### src/rtl/sram_port_arbiter.sv
// Round-robin arbiter sharing one SRAM port among NREQ requesters, with bounded burst locking.
// Grants combinationally, registers the command onto the port and returns read data to the issuer.
module sram_port_arbiter #(
  parameter int NREQ      = 2,
  parameter int AW        = 8,
  parameter int DW        = 32,
  parameter int MAX_BURST = 4,
  parameter int RD_LAT    = 1,
  localparam int IDW      = (NREQ > 1) ? $clog2(NREQ) : 1
) (
  input  logic                 clk_sram,
  input  logic                 rst_sram,
  input  logic                 arb_en,
  input  logic [NREQ-1:0]      req_valid,
  input  logic [NREQ-1:0]      req_write,
  input  logic [NREQ*AW-1:0]   req_addr,
  input  logic [NREQ*DW-1:0]   req_wdata,
  output logic [NREQ-1:0]      req_ready,
  output logic [NREQ-1:0]      rsp_valid,
  output logic [DW-1:0]        rsp_rdata,
  output logic                 sram_we,
  output logic                 sram_re,
  output logic [AW-1:0]        sram_addr,
  output logic [DW-1:0]        sram_wdata,
  input  logic [DW-1:0]        sram_rdata,
  output logic [IDW-1:0]       grant_id,
  output logic                 busy
);

  typedef enum logic [0:0] {ST_IDLE = 1'b0, ST_OWN = 1'b1} state_e;

  state_e                     state_q, state_d;
  logic [IDW-1:0]             rr_ptr_q, rr_ptr_d;
  logic [IDW-1:0]             gid_q, gid_d;
  logic [3:0]                 burst_q, burst_d;
  logic                       gnt_v_s;
  logic [IDW-1:0]             gnt_idx_s;
  logic [NREQ-1:0]            gnt_oh_s;
  logic [IDW-1:0]             next_ptr_s, pick_start_s;
  logic [IDW:0]               pick_s;
  logic                       sel_write_s;
  logic [AW-1:0]              sel_addr_s;
  logic [DW-1:0]              sel_wdata_s;
  logic                       sram_we_q, sram_re_q;
  logic [AW-1:0]              sram_addr_q;
  logic [DW-1:0]              sram_wdata_q;
  logic [RD_LAT-1:0]          pipe_v_q;
  logic [RD_LAT-1:0][IDW-1:0] pipe_id_q;
  logic [NREQ-1:0]            rsp_valid_q;
  logic [DW-1:0]              rsp_rdata_q;

  // Returns {found, index} of the first valid requester at or after start, wrapping.
  function automatic logic [IDW:0] rr_pick(input logic [NREQ-1:0] valid, input logic [IDW-1:0] start);
    logic [IDW:0] res;
    int           idx;
    res = '0;
    for (int k = NREQ - 1; k >= 0; k--) begin
      idx = (int'(start) + k) % NREQ;
      if (valid[idx]) begin
        res = {1'b1, IDW'(idx)};
      end else begin
        res = res;
      end
    end
    return res;
  endfunction

  // Arbitration: picks this cycle's winner and the next owner/pointer/burst state.
  always_comb begin
    next_ptr_s   = (gid_q == IDW'(NREQ - 1)) ? '0 : gid_q + IDW'(1);
    pick_start_s = (state_q == ST_OWN) ? next_ptr_s : rr_ptr_q;
    pick_s       = rr_pick(req_valid, pick_start_s);
    state_d      = state_q;
    rr_ptr_d     = rr_ptr_q;
    burst_d      = burst_q;
    gid_d        = gid_q;
    gnt_v_s      = 1'b0;
    gnt_idx_s    = gid_q;
    case (state_q)
      ST_IDLE: begin
        if (arb_en && pick_s[IDW]) begin
          gnt_v_s   = 1'b1;
          gnt_idx_s = pick_s[IDW-1:0];
          gid_d     = pick_s[IDW-1:0];
          burst_d   = 4'd1;
          state_d   = ST_OWN;
        end else begin
          state_d = ST_IDLE;
        end
      end
      ST_OWN: begin
        if (!arb_en) begin
          state_d  = ST_IDLE;
          rr_ptr_d = next_ptr_s;
        end else if (req_valid[gid_q] && (burst_q < 4'(MAX_BURST))) begin
          gnt_v_s   = 1'b1;
          gnt_idx_s = gid_q;
          burst_d   = burst_q + 4'd1;
        end else begin
          // Searching from owner+1 leaves the old owner as the last candidate.
          rr_ptr_d = next_ptr_s;
          if (pick_s[IDW]) begin
            gnt_v_s   = 1'b1;
            gnt_idx_s = pick_s[IDW-1:0];
            gid_d     = pick_s[IDW-1:0];
            burst_d   = 4'd1;
          end else begin
            state_d = ST_IDLE;
          end
        end
      end
      default: begin
        state_d = ST_IDLE;
      end
    endcase
  end

  // Winner's one-hot accept and its command fields.
  always_comb begin
    gnt_oh_s    = gnt_v_s ? (NREQ'(1'b1) << gnt_idx_s) : '0;
    sel_write_s = req_write[gnt_idx_s];
    sel_addr_s  = req_addr[gnt_idx_s*AW +: AW];
    sel_wdata_s = req_wdata[gnt_idx_s*DW +: DW];
  end

  // Arbiter state registers.
  always_ff @(posedge clk_sram) begin
    if (rst_sram) begin
      state_q  <= ST_IDLE;
      rr_ptr_q <= '0;
      gid_q    <= '0;
      burst_q  <= 4'd0;
    end else begin
      state_q  <= state_d;
      rr_ptr_q <= rr_ptr_d;
      gid_q    <= gid_d;
      burst_q  <= burst_d;
    end
  end

  // SRAM command register, read-tracking pipeline and response register.
  always_ff @(posedge clk_sram) begin
    if (rst_sram) begin
      sram_we_q    <= 1'b0;
      sram_re_q    <= 1'b0;
      sram_addr_q  <= '0;
      sram_wdata_q <= '0;
      pipe_v_q     <= '0;
      pipe_id_q    <= '0;
      rsp_valid_q  <= '0;
      rsp_rdata_q  <= '0;
    end else begin
      sram_we_q <= gnt_v_s & sel_write_s;
      sram_re_q <= gnt_v_s & ~sel_write_s;
      if (gnt_v_s) begin
        sram_addr_q  <= sel_addr_s;
        sram_wdata_q <= sel_wdata_s;
      end
      pipe_v_q[0]  <= gnt_v_s & ~sel_write_s;
      pipe_id_q[0] <= gnt_idx_s;
      for (int i = 1; i < RD_LAT; i++) begin
        pipe_v_q[i]  <= pipe_v_q[i-1];
        pipe_id_q[i] <= pipe_id_q[i-1];
      end
      rsp_valid_q <= pipe_v_q[RD_LAT-1] ? (NREQ'(1'b1) << pipe_id_q[RD_LAT-1]) : '0;
      if (pipe_v_q[RD_LAT-1]) begin
        rsp_rdata_q <= sram_rdata;
      end
    end
  end

  assign req_ready  = gnt_oh_s;
  assign rsp_valid  = rsp_valid_q;
  assign rsp_rdata  = rsp_rdata_q;
  assign sram_we    = sram_we_q;
  assign sram_re    = sram_re_q;
  assign sram_addr  = sram_addr_q;
  assign sram_wdata = sram_wdata_q;
  assign grant_id   = gid_q;
  assign busy       = (state_q == ST_OWN) | (|pipe_v_q);

endmodule

### config.mk
export PLATFORM = sky130hd
export DESIGN_NAME = sram_port_arbiter
export DESIGN_NICKNAME = d
export VERILOG_FILES = /design/src/rtl/sram_port_arbiter.sv
export SDC_FILE = /design/constraint.sdc
export NUM_CORES = 1
export LEC_CHECK = 0
export CORE_ASPECT_RATIO = 1.5
export CORE_MARGIN = 2
export CORE_UTILIZATION = 35
export CTS_CLUSTER_DIAMETER = 120
export DETAILED_ROUTE_END_ITERATION = 12
export PLACE_DENSITY = 0.74
export SLEW_MARGIN = 20
export SYNTH_ARGS = -nofsm -noshare
export SYNTH_HDL_FRONTEND = slang
export SYNTH_SLANG_ARGS = --single-unit
### constraint.sdc
create_clock -name clk_sram -period 3 [get_ports clk_sram]
set_clock_uncertainty 0.2 [all_clocks]
set_input_delay 0.3 -clock clk_sram [delete_from_list [all_inputs] [get_ports clk_sram]]
set_output_delay 0.3 -clock clk_sram [all_outputs]
set_load 0.02 [all_outputs]
# Word level (Yosys, flattened, before mapping)
# Cells that the tools add are included.
# word_totals
in_bits	119
word_cells	69
ff_bits	83
output_inout_bits	80
# op_classes
n_reduce_logical	5
n_addsub	3
eq_ne	4
bitwise	7
shift	4
muxes	31
order_cmp	5
# op_table
op	n
$shiftx A64 B7 Y32	1
$mux W1	21
$mux W4	4
$shiftx A16 B5 Y8	1
$pmux W4 S2	1
$lt A1 B2 Y1 const B	3
$mux W2	3
$ne A2 B2 Y1 const B	3
$add A4 B1 Y4 const B	1
$lt A4 B3 Y1 const B	1
$pmux W1 S2	2
$shl A1 B1 Y2 const A	2
$lt A2 B3 Y1 const B	1
$ne A3 B1 Y1 const B	1
$not A1 Y1	3
$reduce_and A3 Y1	1
$add A1 B1 Y1 const B	2
$and A1 B1 Y1	2
$logic_and A1 B1 Y1	2
$reduce_and A2 Y1	1
$reduce_or A2 Y1	1
$and A1 B1 Y1 const A	1
$or A1 B1 Y1	1

# Logic depth before layout (Yosys ltp)
# Gate-level depths: netlist of the first run.
# depth
ltp_word	18
ltp_mapped	7
depth_no_buf	5

# Worst setup path after synthesis of the first run
# No wires, ideal clock.
# synth_timing
path_type	register -> output
from	register pipe_id_q (netlist name)
to	output port req_ready[0]
t_arrival_ps	1840
slack_ps	660
stages_incl_launch_ff	7
t_required_ps	2500
path_buffers	2
path_cell_list	dfxtp_1 -> buf_6 -> nand2b_4 -> a21oi_2 -> o311a_2 -> buf_2 -> nor3_1
# synth_rtl
item	line	text
end: declaration	18	output logic [NREQ-1:0] req_ready,

# Final worst setup path of the first run
# layout_timing
from	input port req_valid[0]
to	output port req_ready[0]
# layout_via
elab_chain_cells	11
elab_cells_between_ends	23
classes_between	shift: 1; mux: 20; reduce/logical: 2
# layout_lines
item	line	text
start: declaration	14	input logic [NREQ-1:0] req_valid,
$mux W1 (not written as such) (3 in a row)	59	if (valid[idx]) begin
$mux W2 (2 in a row)	59	
$mux W1	-	
$mux W1	95	end else if (req_valid[gid_q] && (burst_q < 4'(MAX_BURST))) begin
$mux W1	92	if (!arb_en) begin
$pmux W1 S2	79	case (state_q)
$shl A1 B1 Y2	120	gnt_oh_s = gnt_v_s ? (NREQ'(1'b1) << gnt_idx_s) : '0;
$mux W2 *	120	
# Mark *: on every way between the ends. The rest lies on a longest branch, timed or not. The select of a mux whose other input is x is not followed.

==> flow_metrics.py, run 1 <==
metrics = {
    "setup_path": {
        "crit_arrival_ns": 2.37,
        "critPathRequiredTime_ns": 2.50,
        "cp_num_buf_inv": 2,
        "start_kind": "input pin",
        "crit_path_cell_trace": "clkdlybuf4s50_1 > a21oi_2 > o311a_2 > nor3_1 > clkdlybuf4s50_1",
        "r2r_start": "state_q",
        "path_class": "in -> out",
        "timing.critical_path.slowest_cell_delay_ns": 0.66,
        "rrSetupSlack_ns": 0.96,
        "path_delay_family": "buffers and inverters",
        "path_common_cell": "clkdlybuf4s50_1",
        "end_kind": "output pin",
        "crit_path_top_delay_cell": "clkdlybuf4s50_1",
        "worstReg2RegEnd": "sram_wdata[21]",
        "critPathMaxFanout": 7,
        "ff2ff_path_depth": 6,
    },
    "timing": {
        "period_needed_ns": 2.875,
        "hold_viol_final": 0,
        "worst_pin_slew_ns": 0.5099,
        "rsz0062_at_grt": "no",
        "fin_tns_setup_ns": 0,
        "finalMaxSlewViolations": 0,
        "fin_crit_sh": 0.9583,
        "fmax_mhz": 347.8,
        "setup_viol": 0,
        "slew_headroom": 0.6601,
    },
    "routing": {
        "antenna_left": 0,
        "vias_per_cell": 5.278,
        "drc_errors": 0,
        "vias": 3663,
        "drt-total-wl_mm": 11.30,
        "drt-pass1-iter-count": 4,
        "drt_iter0_markers": 140,
        "wire_per_inst_um": 16.28,
    },
    "floorplan": {
        "num_rows": 44,
        "start_util": 0.3626,
        "die_w_um": 86.04,
        "die_h_um": 127.1,
        "dieArea_um2": 10930,
        "core_area_um2": 9744,
        "io_pins": 199,
    },
    "grt": {
        "grt_pass1_vias": 3790,
        "grt_max_degree": 42,
        "grt_usage": 0.2073,
        "grt-ovfl-total": 0,
        "grt_pass1_wl_mm": 17.80,
        "antenna_found_initial": 0,
    },
    "synth": {
        "synth_area_leaders": "dfxtp_1 (47%), mux2i_1 (9.3%), a211oi_1 (8.7%)",
        "synth-main-ff-cell": "dfxtp_1",
        "yosys_warnings": 0,
        "synth_seq_cells": 83,
        "synth_xor_area_frac": 0,
        "synthAdderAreaFrac": 0.003541,
        "syn_avg_cell_area_um2": 9.083,
        "synth_edf_count": 0,
        "syn_nets": 509,
        "ys_types": 33,
        "synth-compound-area-share": 0.2550,
        "syn_inst": 389,
        "async_reset_ff_frac": 0,
        "synth_area_um2": 3533,
        "yosys.area_share.simple": 0.1091,
        "synth_top_area_frac": 0.4703,
        "synth_top_family_by_area": "compound AO/OA/AOI/OAI gates",
        "ys_seq_area_frac": 0.4703,
        "synth_mux_area_frac": 0.09348,
        "yosys.area.top_type": "dfxtp_1",
    },
    "hold_path": {
        "min_from": "rst_sram",
        "whs_endpoint": "rsp_rdata[4]",
        "min_path_type": "in -> reg",
        "hold_depth": 2,
    },
    "cells_and_area": {
        "drive_gt1_frac": 0.06908,
        "num_antenna_cells": 0,
        "synthToLayoutAreaGrowth_pct": 66.47,
        "fillers": 871,
        "layout_common_cells": "clkdlybuf4s50_1 (197), dfxtp_1 (82), nor2_1 (78)",
        "fin_nets": 694,
        "final_common_cell": "clkdlybuf4s50_1",
    },
    "clock_tree": {
        "clk_pin_slew_worst_paths_ns": 0.06,
        "tritoncts": "built",
        "cts_buffer_depth": 2,
        "clock_sinks": 83,
        "cts_hold_buf": 0,
        "clock_latency_ns": 0.33,
        "postCtsSetupBuffers": 0,
        "htree_levels": 3,
        "numCtsBuffers": 9,
        "cts-resized-gates": 0,
        "cts_root_buffer": "clkbuf_16",
    },
    "outcome": {
        "status": "finished clean",
    },
    "job": {
        "cap_violations": 0,
    },
    "placed_design": {
        "place_hpwl_mm": 8.333,
        "port_buffers": 198,
        "routabilityCongestion": 0.7359,
    },
    "power": {
        "ir_drop_mv": 0.2972,
        "p_per_area_nw_per_um2": 491.8,
        "p_leak_nw": 2.101,
        "p_total_mw": 2.893,
    },
}
[through the flow]
stage / cell area [µm²] / hold slack, ns / setup slack, ns / util / instances
6_report: 5882 / 0.1904 / 0.1251 / 0.6036 / 694
5_1_grt: 5882 / 0.2183 / 0.0008034 / 0.6036 / 694
4_1_cts: 5882 / 0.1928 / 0.1253 / 0.6036 / 694
3_5_place_dp: 5595 / 0.2523 / 0.1350 / 0.5742 / 678
3_3_place_gp: 5595 / 0.2429 / 0.1717 / 0.5742 / 678
2_1_floorplan: 3533 / 0.2356 / 0.6602 / - / 389
[cells in the mapped netlist (2+ instances only)]
cell / count
buf_2: 8
dfxtp_1: 83
nor3_1: 2
nand3_1: 3
a31oi_1: 41
mux2i_1: 33
buf_1: 2
nor2_1: 78
o21ai_0: 41
clkbuf_2: 3
clkbuf_1: 17
a211oi_1: 41
buf_6: 10
a21boi_0: 2
nor3b_1: 2
a21oi_1: 4
nand2_1: 3
[per-layer routing]
metal,global-route usage,vias up,share of wire
met5,0,-,0
met4,0.07563,0,0.015
met3,0.05297,14,0.072
met2,0.3963,155,0.53
met1,0.2108,1714,0.39
li1,-,1780,-
[state kept, by name, indices dropped and copies added, names as in the netlist]
register	flops
state_q	1
pipe_id_q	1
sram_wdata	32
rsp_valid	2
sram_we	1
sram_addr	8
pipe_v_q	1
rr_ptr_q	1
burst_q	4
rsp_rdata	32
[report_power, final]
group          total, mW  switching (mW)  internal (mW)
combinational      0.629           0.290          0.339
clock               1.06           0.417          0.642
sequential          1.21          0.0369           1.17
total               2.89           0.744           2.15
[layout make-up]
cell class	count	area, µm²	share of cell area
clock inverter	5	53.80	0.009147
sequential	83	1663	0.2827
timing repair buffer	214	2135	0.3629
inverter	1	3.754	0.0006382
clock buffer	11	232.7	0.03957
tap	115	143.9	0.02446
multi-input combinational	265	1650	0.2806
[logic make-up after synthesis]
logic type               after synthesis
AND/OR/NAND/NOR                       93
buffers and inverters                 41
AO/OA/AOI/OAI                        138
multiplexers                          33
flip-flops                            83
adder cells (fa/ha/maj)                1
[worst max path at each step]
stage                  from            to  cells after the start
2_1_floorplan     pipe_id_q  req_ready[0]                      6
3_3_place_gp   req_valid[0]  req_ready[0]                      5
3_5_place_dp   req_valid[0]  req_ready[0]                      5
4_1_cts        req_valid[0]  req_ready[0]                      5
5_1_grt        req_valid[0]  req_ready[0]                      5
6_report       req_valid[0]  req_ready[0]                      5
(Power assumes the default switching activity.)
==> inputs of run 2 (changes only) <==
--- a/config.mk
+++ b/config.mk
@@ -7,10 +7,10 @@
 export LEC_CHECK = 0
 export CORE_ASPECT_RATIO = 1.5
 export CORE_MARGIN = 2
-export CORE_UTILIZATION = 35
+export CORE_UTILIZATION = 40
 export CTS_CLUSTER_DIAMETER = 120
 export DETAILED_ROUTE_END_ITERATION = 12
-export PLACE_DENSITY = 0.74
+export PLACE_DENSITY = 0.83
 export SLEW_MARGIN = 20
 export SYNTH_ARGS = -nofsm -noshare
 export SYNTH_HDL_FRONTEND = slang
==> run 2 against run 1 <==
- critical path depth is the same
- final cell count fell by 0.86%
- die area decreased by 12%
- count of clock-buffer cells in the layout did not move
- worst hold slack better by 0.077 ns
- fmax fell by 0.37%
- power up 1.9%
- critical endpoint unchanged
- largest cell class unchanged
- largest power group unchanged
==> flow_metrics.py, run 2 (synthesized netlist as in run 1, its figures left out) <==
metrics = {
    "hold_path": {
        "whs_endpoint": "burst_q[1]",
        "hold_depth": 2,
        "min_from": "burst_q[1]",
        "min_path_type": "reg -> reg",
    },
    "setup_path": {
        "critPathRequiredTime_ns": 2.50,
        "rrSetupSlack_ns": 0.90,
        "path_class": "in -> out",
        "start_kind": "input pin",
        "critPathMaxFanout": 7,
        "crit_arrival_ns": 2.39,
        "end_kind": "output pin",
        "worstReg2RegEnd": "sram_wdata[21]",
        "ff2ff_path_depth": 5,
        "r2r_start": "state_q",
    },
    "timing": {
        "setup_viol": 0,
        "slew_headroom": 0.4499,
        "rsz0062_at_grt": "no",
        "finalMaxSlewViolations": 0,
        "period_needed_ns": 2.885,
        "fin_crit_sh": 0.9618,
        "fin_tns_setup_ns": 0,
        "hold_viol_final": 0,
        "fmax_mhz": 346.6,
        "worst_pin_slew_ns": 0.8251,
    },
    "grt": {
        "grt_pass1_wl_mm": 17.35,
        "grt_usage": 0.2320,
        "grt-ovfl-total": 0,
        "grt_max_degree": 46,
        "grt_pass1_vias": 3518,
        "antenna_found_initial": 0,
    },
    "placed_design": {
        "routabilityCongestion": 0.8112,
        "port_buffers": 198,
        "placed_cell_area_um2": 5555,
        "place_hpwl_mm": 8.002,
    },
    "routing": {
        "drc_errors": 0,
        "vias_per_cell": 5.215,
        "antenna_left": 0,
        "drt-pass1-iter-count": 4,
        "wire_per_inst_um": 16.13,
        "drt_iter0_markers": 176,
        "drt-total-wl_mm": 11.10,
        "vias": 3588,
    },
    "power": {
        "p_leak_nw": 2.092,
        "p_per_area_nw_per_um2": 502.6,
        "ir_drop_mv": 0.2941,
    },
    "clock_tree": {
        "cts_root_buffer": "clkbuf_16",
        "cts_hold_buf": 0,
        "cts-resized-gates": 0,
        "tritoncts": "built",
        "cts_buffer_depth": 2,
        "htree_levels": 3,
        "postCtsSetupBuffers": 0,
        "clock_sinks": 83,
        "clock_latency_ns": 0.33,
        "clk_pin_slew_worst_paths_ns": 0.06,
        "numCtsBuffers": 9,
    },
    "cells_and_area": {
        "synthToLayoutAreaGrowth_pct": 66.08,
        "num_antenna_cells": 0,
        "fin_nets": 693,
        "layout_common_cells": "clkdlybuf4s50_1 (197), dfxtp_1 (82), nor2_1 (78)",
        "final_common_cell": "clkdlybuf4s50_1",
        "fin_area_um2": 5868,
        "drive_gt1_frac": 0.06920,
    },
    "job": {
        "cap_violations": 0,
    },
    "floorplan": {
        "die_h_um": 119.1,
        "die_w_um": 80.74,
        "start_util": 0.4050,
        "num_rows": 42,
        "dieArea_um2": 9617,
        "core_area_um2": 8723,
        "io_pins": 199,
    },
    "outcome": {
        "status": "finished clean",
    },
}
-- run 2: cell count changes in the layout (fill, tap and decap cells not counted), sizes merged --
cell / previous run / this run
inv: 1 / 2
clkinvlp: 0 / 1
buf: 17 / 16
clkinv: 4 / 2
-- run 2: layout make-up --
type	count	area (µm²)
fillers	714	2855
repair buffers	213	2102
flip-flops and latches	83	1663
multi-input cells	265	1649
clock buffers	11	252.7
well taps	110	137.6
clock inverters	5	60.06
inverters	1	3.754
-- run 2: through the flow --
stage,hold slack [ns],worst slack (ns),util,total power [mW],std cells
after global routing,0.2934,0.01275,0.6727,3.078,688
final,0.2674,0.1146,0.6727,2.949,688
after floorplan,0.2356,0.6602,-,1.515,389
after global placement,0.2425,0.1293,0.6368,1.833,672
after detailed placement,0.2624,0.1024,0.6368,1.847,672
after CTS,0.2702,0.1035,0.6727,2.976,688
-- run 2: routing by layer --
layer | vias up | track usage | share of wire
li1 | 1773 | - | -
met1 | 1642 | 0.2677 | 0.38
met2 | 162 | 0.4052 | 0.53
met3 | 11 | 0.06818 | 0.078
met4 | 0 | 0.07203 | 0.016
met5 | - | 0 | 0
-- run 2: how the worst max path moves through the flow --
stage	start	cells past startpoint	endpoint
global placement	req_valid[0]	5	req_ready[0]
floorplan	pipe_id_q	6	req_ready[0]
finish	req_valid[0]	5	req_ready[0]
detailed placement	req_valid[0]	5	req_ready[0]
CTS	req_valid[0]	5	req_ready[0]
global route	req_valid[0]	5	req_ready[0]
-- run 2: power by group --
group	internal, mW	switching, mW
Sequential	1.17	0.0384
Combinational	0.333	0.283
Clock	0.693	0.434
Total	2.19	0.755
-- run 2: worst max-delay path, stage by stage --
cell	delay, ns
clkdlybuf4s50_1	0.65
a21oi_1	0.17
o311a_2	0.44
nor3_1	0.17
clkdlybuf4s50_1	0.66
==> inputs of run 3 (changes only) <==
--- a/config.mk
+++ b/config.mk
@@ -8,6 +8,7 @@
 export CORE_ASPECT_RATIO = 1.5
 export CORE_MARGIN = 2
 export CORE_UTILIZATION = 40
+export CTS_BUF_LIST = sky130_fd_sc_hd__clkbuf_4
 export CTS_CLUSTER_DIAMETER = 120
 export DETAILED_ROUTE_END_ITERATION = 12
 export PLACE_DENSITY = 0.83
==> run 3 against run 2 <==
- first-iteration DRC count increased by 16%
- sequential power about the same
- combinational power about the same
- largest power group unchanged
- sequential cell count unchanged
- fmax about the same
- non-clock buffer count unchanged
- wire length decreased by 1.8%
- final cell count unchanged
- global-route usage decreased by 0.60 points
- clock power decreased by 44%
- critical path depth unchanged
==> flow_metrics.py, run 3 (synthesized netlist as in run 1, its figures left out) <==
metrics = {
    "outcome": {
        "status": "finished clean",
    },
    "cells_and_area": {
        "synthToLayoutAreaGrowth_pct": 61.05,
        "fin_cells": 688,
        "num_antenna_cells": 0,
        "fillers": 737,
        "drive_gt1_frac": 0.06574,
        "fin_nets": 693,
        "final_common_cell": "clkdlybuf4s50_1",
        "fin_util": 0.6523,
        "layout_common_cells": "clkdlybuf4s50_1 (197), dfxtp_1 (82), nor2_1 (78)",
    },
    "clock_tree": {
        "cts_root_buffer": "clkbuf_4",
        "cts_hold_buf": 0,
        "cts_buffer_depth": 2,
        "tritoncts": "built",
        "postCtsSetupBuffers": 0,
        "htree_levels": 3,
        "clock_latency_ns": 0.43,
        "clk_pin_slew_worst_paths_ns": 0.14,
        "clock_sinks": 83,
        "numCtsBuffers": 9,
        "cts-resized-gates": 0,
    },
    "floorplan": {
        "die_h_um": 119.1,
        "core_area_um2": 8723,
        "dieArea_um2": 9617,
        "start_util": 0.4050,
        "die_w_um": 80.74,
        "num_rows": 42,
        "io_pins": 199,
    },
    "hold_path": {
        "min_path_type": "in -> reg",
    },
    "timing": {
        "finalMaxSlewViolations": 0,
        "setup_viol": 0,
        "worst_pin_slew_ns": 0.8115,
        "fin_ws_ns": 0.1123,
        "fin_crit_sh": 0.9626,
        "rsz0062_at_grt": "no",
        "fin_tns_setup_ns": 0,
        "fmax_mhz": 346.3,
        "hold_viol_final": 0,
        "slew_headroom": 0.4590,
        "period_needed_ns": 2.888,
    },
    "routing": {
        "drt-pass1-iter-count": 4,
        "vias": 3616,
        "antenna_left": 0,
        "wire_per_inst_um": 15.84,
        "drt_iter0_markers": 205,
        "drc_errors": 0,
        "vias_per_cell": 5.256,
        "drt-total-wl_mm": 10.90,
    },
    "grt": {
        "antenna_found_initial": 0,
        "grt-ovfl-total": 0,
        "grt_pass1_vias": 3480,
        "grt_max_degree": 46,
        "grt_usage": 0.2260,
        "grt_pass1_wl_mm": 16.94,
    },
    "job": {
        "cap_violations": 0,
    },
    "setup_path": {
        "end_kind": "output pin",
        "critPathMaxFanout": 7,
        "start_kind": "input pin",
        "critPathRequiredTime_ns": 2.50,
        "crit_arrival_ns": 2.39,
        "path_class": "in -> out",
    },
    "power": {
        "p_int_mw": 1.753,
        "sw_frac_of_total": 0.2869,
        "ir_drop_mv": 0.2968,
        "p_comb_frac": 0.251,
        "p_total_mw": 2.458,
        "power_frac_clock": 0.259,
        "netSwitchingPower_mw": 0.7051,
        "p_leak_nw": 2.011,
        "p_per_area_nw_per_um2": 431.9,
        "power_frac_seq": 0.491,
    },
    "placed_design": {
        "dp_slack_ns": 0.1024,
        "placedCellCount": 672,
        "port_buffers": 198,
        "routabilityCongestion": 0.8112,
        "place_hpwl_mm": 8.002,
    },
}
==> run 3: cell types whose count changed in the layout (fill, tap and decap cells not counted) <==
cell and delta:
clkbuf_4 +9, clkbuf_16 -9, clkbuf_8 -2, clkinv_1 +2
==> run 3: layer usage <==
layer | part of all wire | global-route usage
met1 | 0.38 | 0.2650
met4 | 0.021 | 0.07839
met5 | 0 | 0
met2 | 0.52 | 0.3896
met3 | 0.081 | 0.06136
==> run 3: final cells by class <==
class                      count  area (µm²)  share of cell area
inverter                       1       3.754           0.0006596
sequential                    83        1663              0.2922
clock buffer                   9       67.56             0.01187
tap                          110       137.6             0.02419
timing repair buffer         213        2102              0.3694
multi-input combinational    265        1649              0.2898
clock inverter                 7       67.56             0.01187
==> run 3: worst paths after layout <==
kind | start | to | slack [ns] | cells after the start
worst min register to register | burst_q[1] | burst_q[1] | 0.27 | 2
worst max register to register | state_q | sram_addr[3] | 0.89 | 5
worst max-delay path | req_valid[0] | req_ready[0] | 0.11 | 5
worst min-delay path | req_wdata[36] | sram_wdata[4] | 0.22 | 3
==> run 3: worst max-delay path: stages <==
cell and delay, ns:
clkdlybuf4s50_1 0.65, a21oi_1 0.17, o311a_2 0.44, nor3_1 0.17, clkdlybuf4s50_1 0.66
==> run 3: stage by stage <==
stage / cell area, µm² / hold slack [ns]
2_1_floorplan: 3533 / 0.2356
5_1_grt: 5690 / 0.1972
3_3_place_gp: 5555 / 0.2425
3_5_place_dp: 5555 / 0.2624
4_1_cts: 5690 / 0.2041
6_report: 5690 / 0.2221
==> run 3: power groups by stage <==
| stage | clock network [mW] | registers (mW) | logic [mW] |
|---|---|---|---|
| after floorplan | 0 | 1.30 | 0.214 |
| after global placement | 0 | 1.23 | 0.607 |
| after detailed placement | 0 | 1.23 | 0.617 |
| after CTS | 0.649 | 1.21 | 0.619 |
| after global routing | 0.701 | 1.21 | 0.662 |
| final | 0.636 | 1.21 | 0.616 |
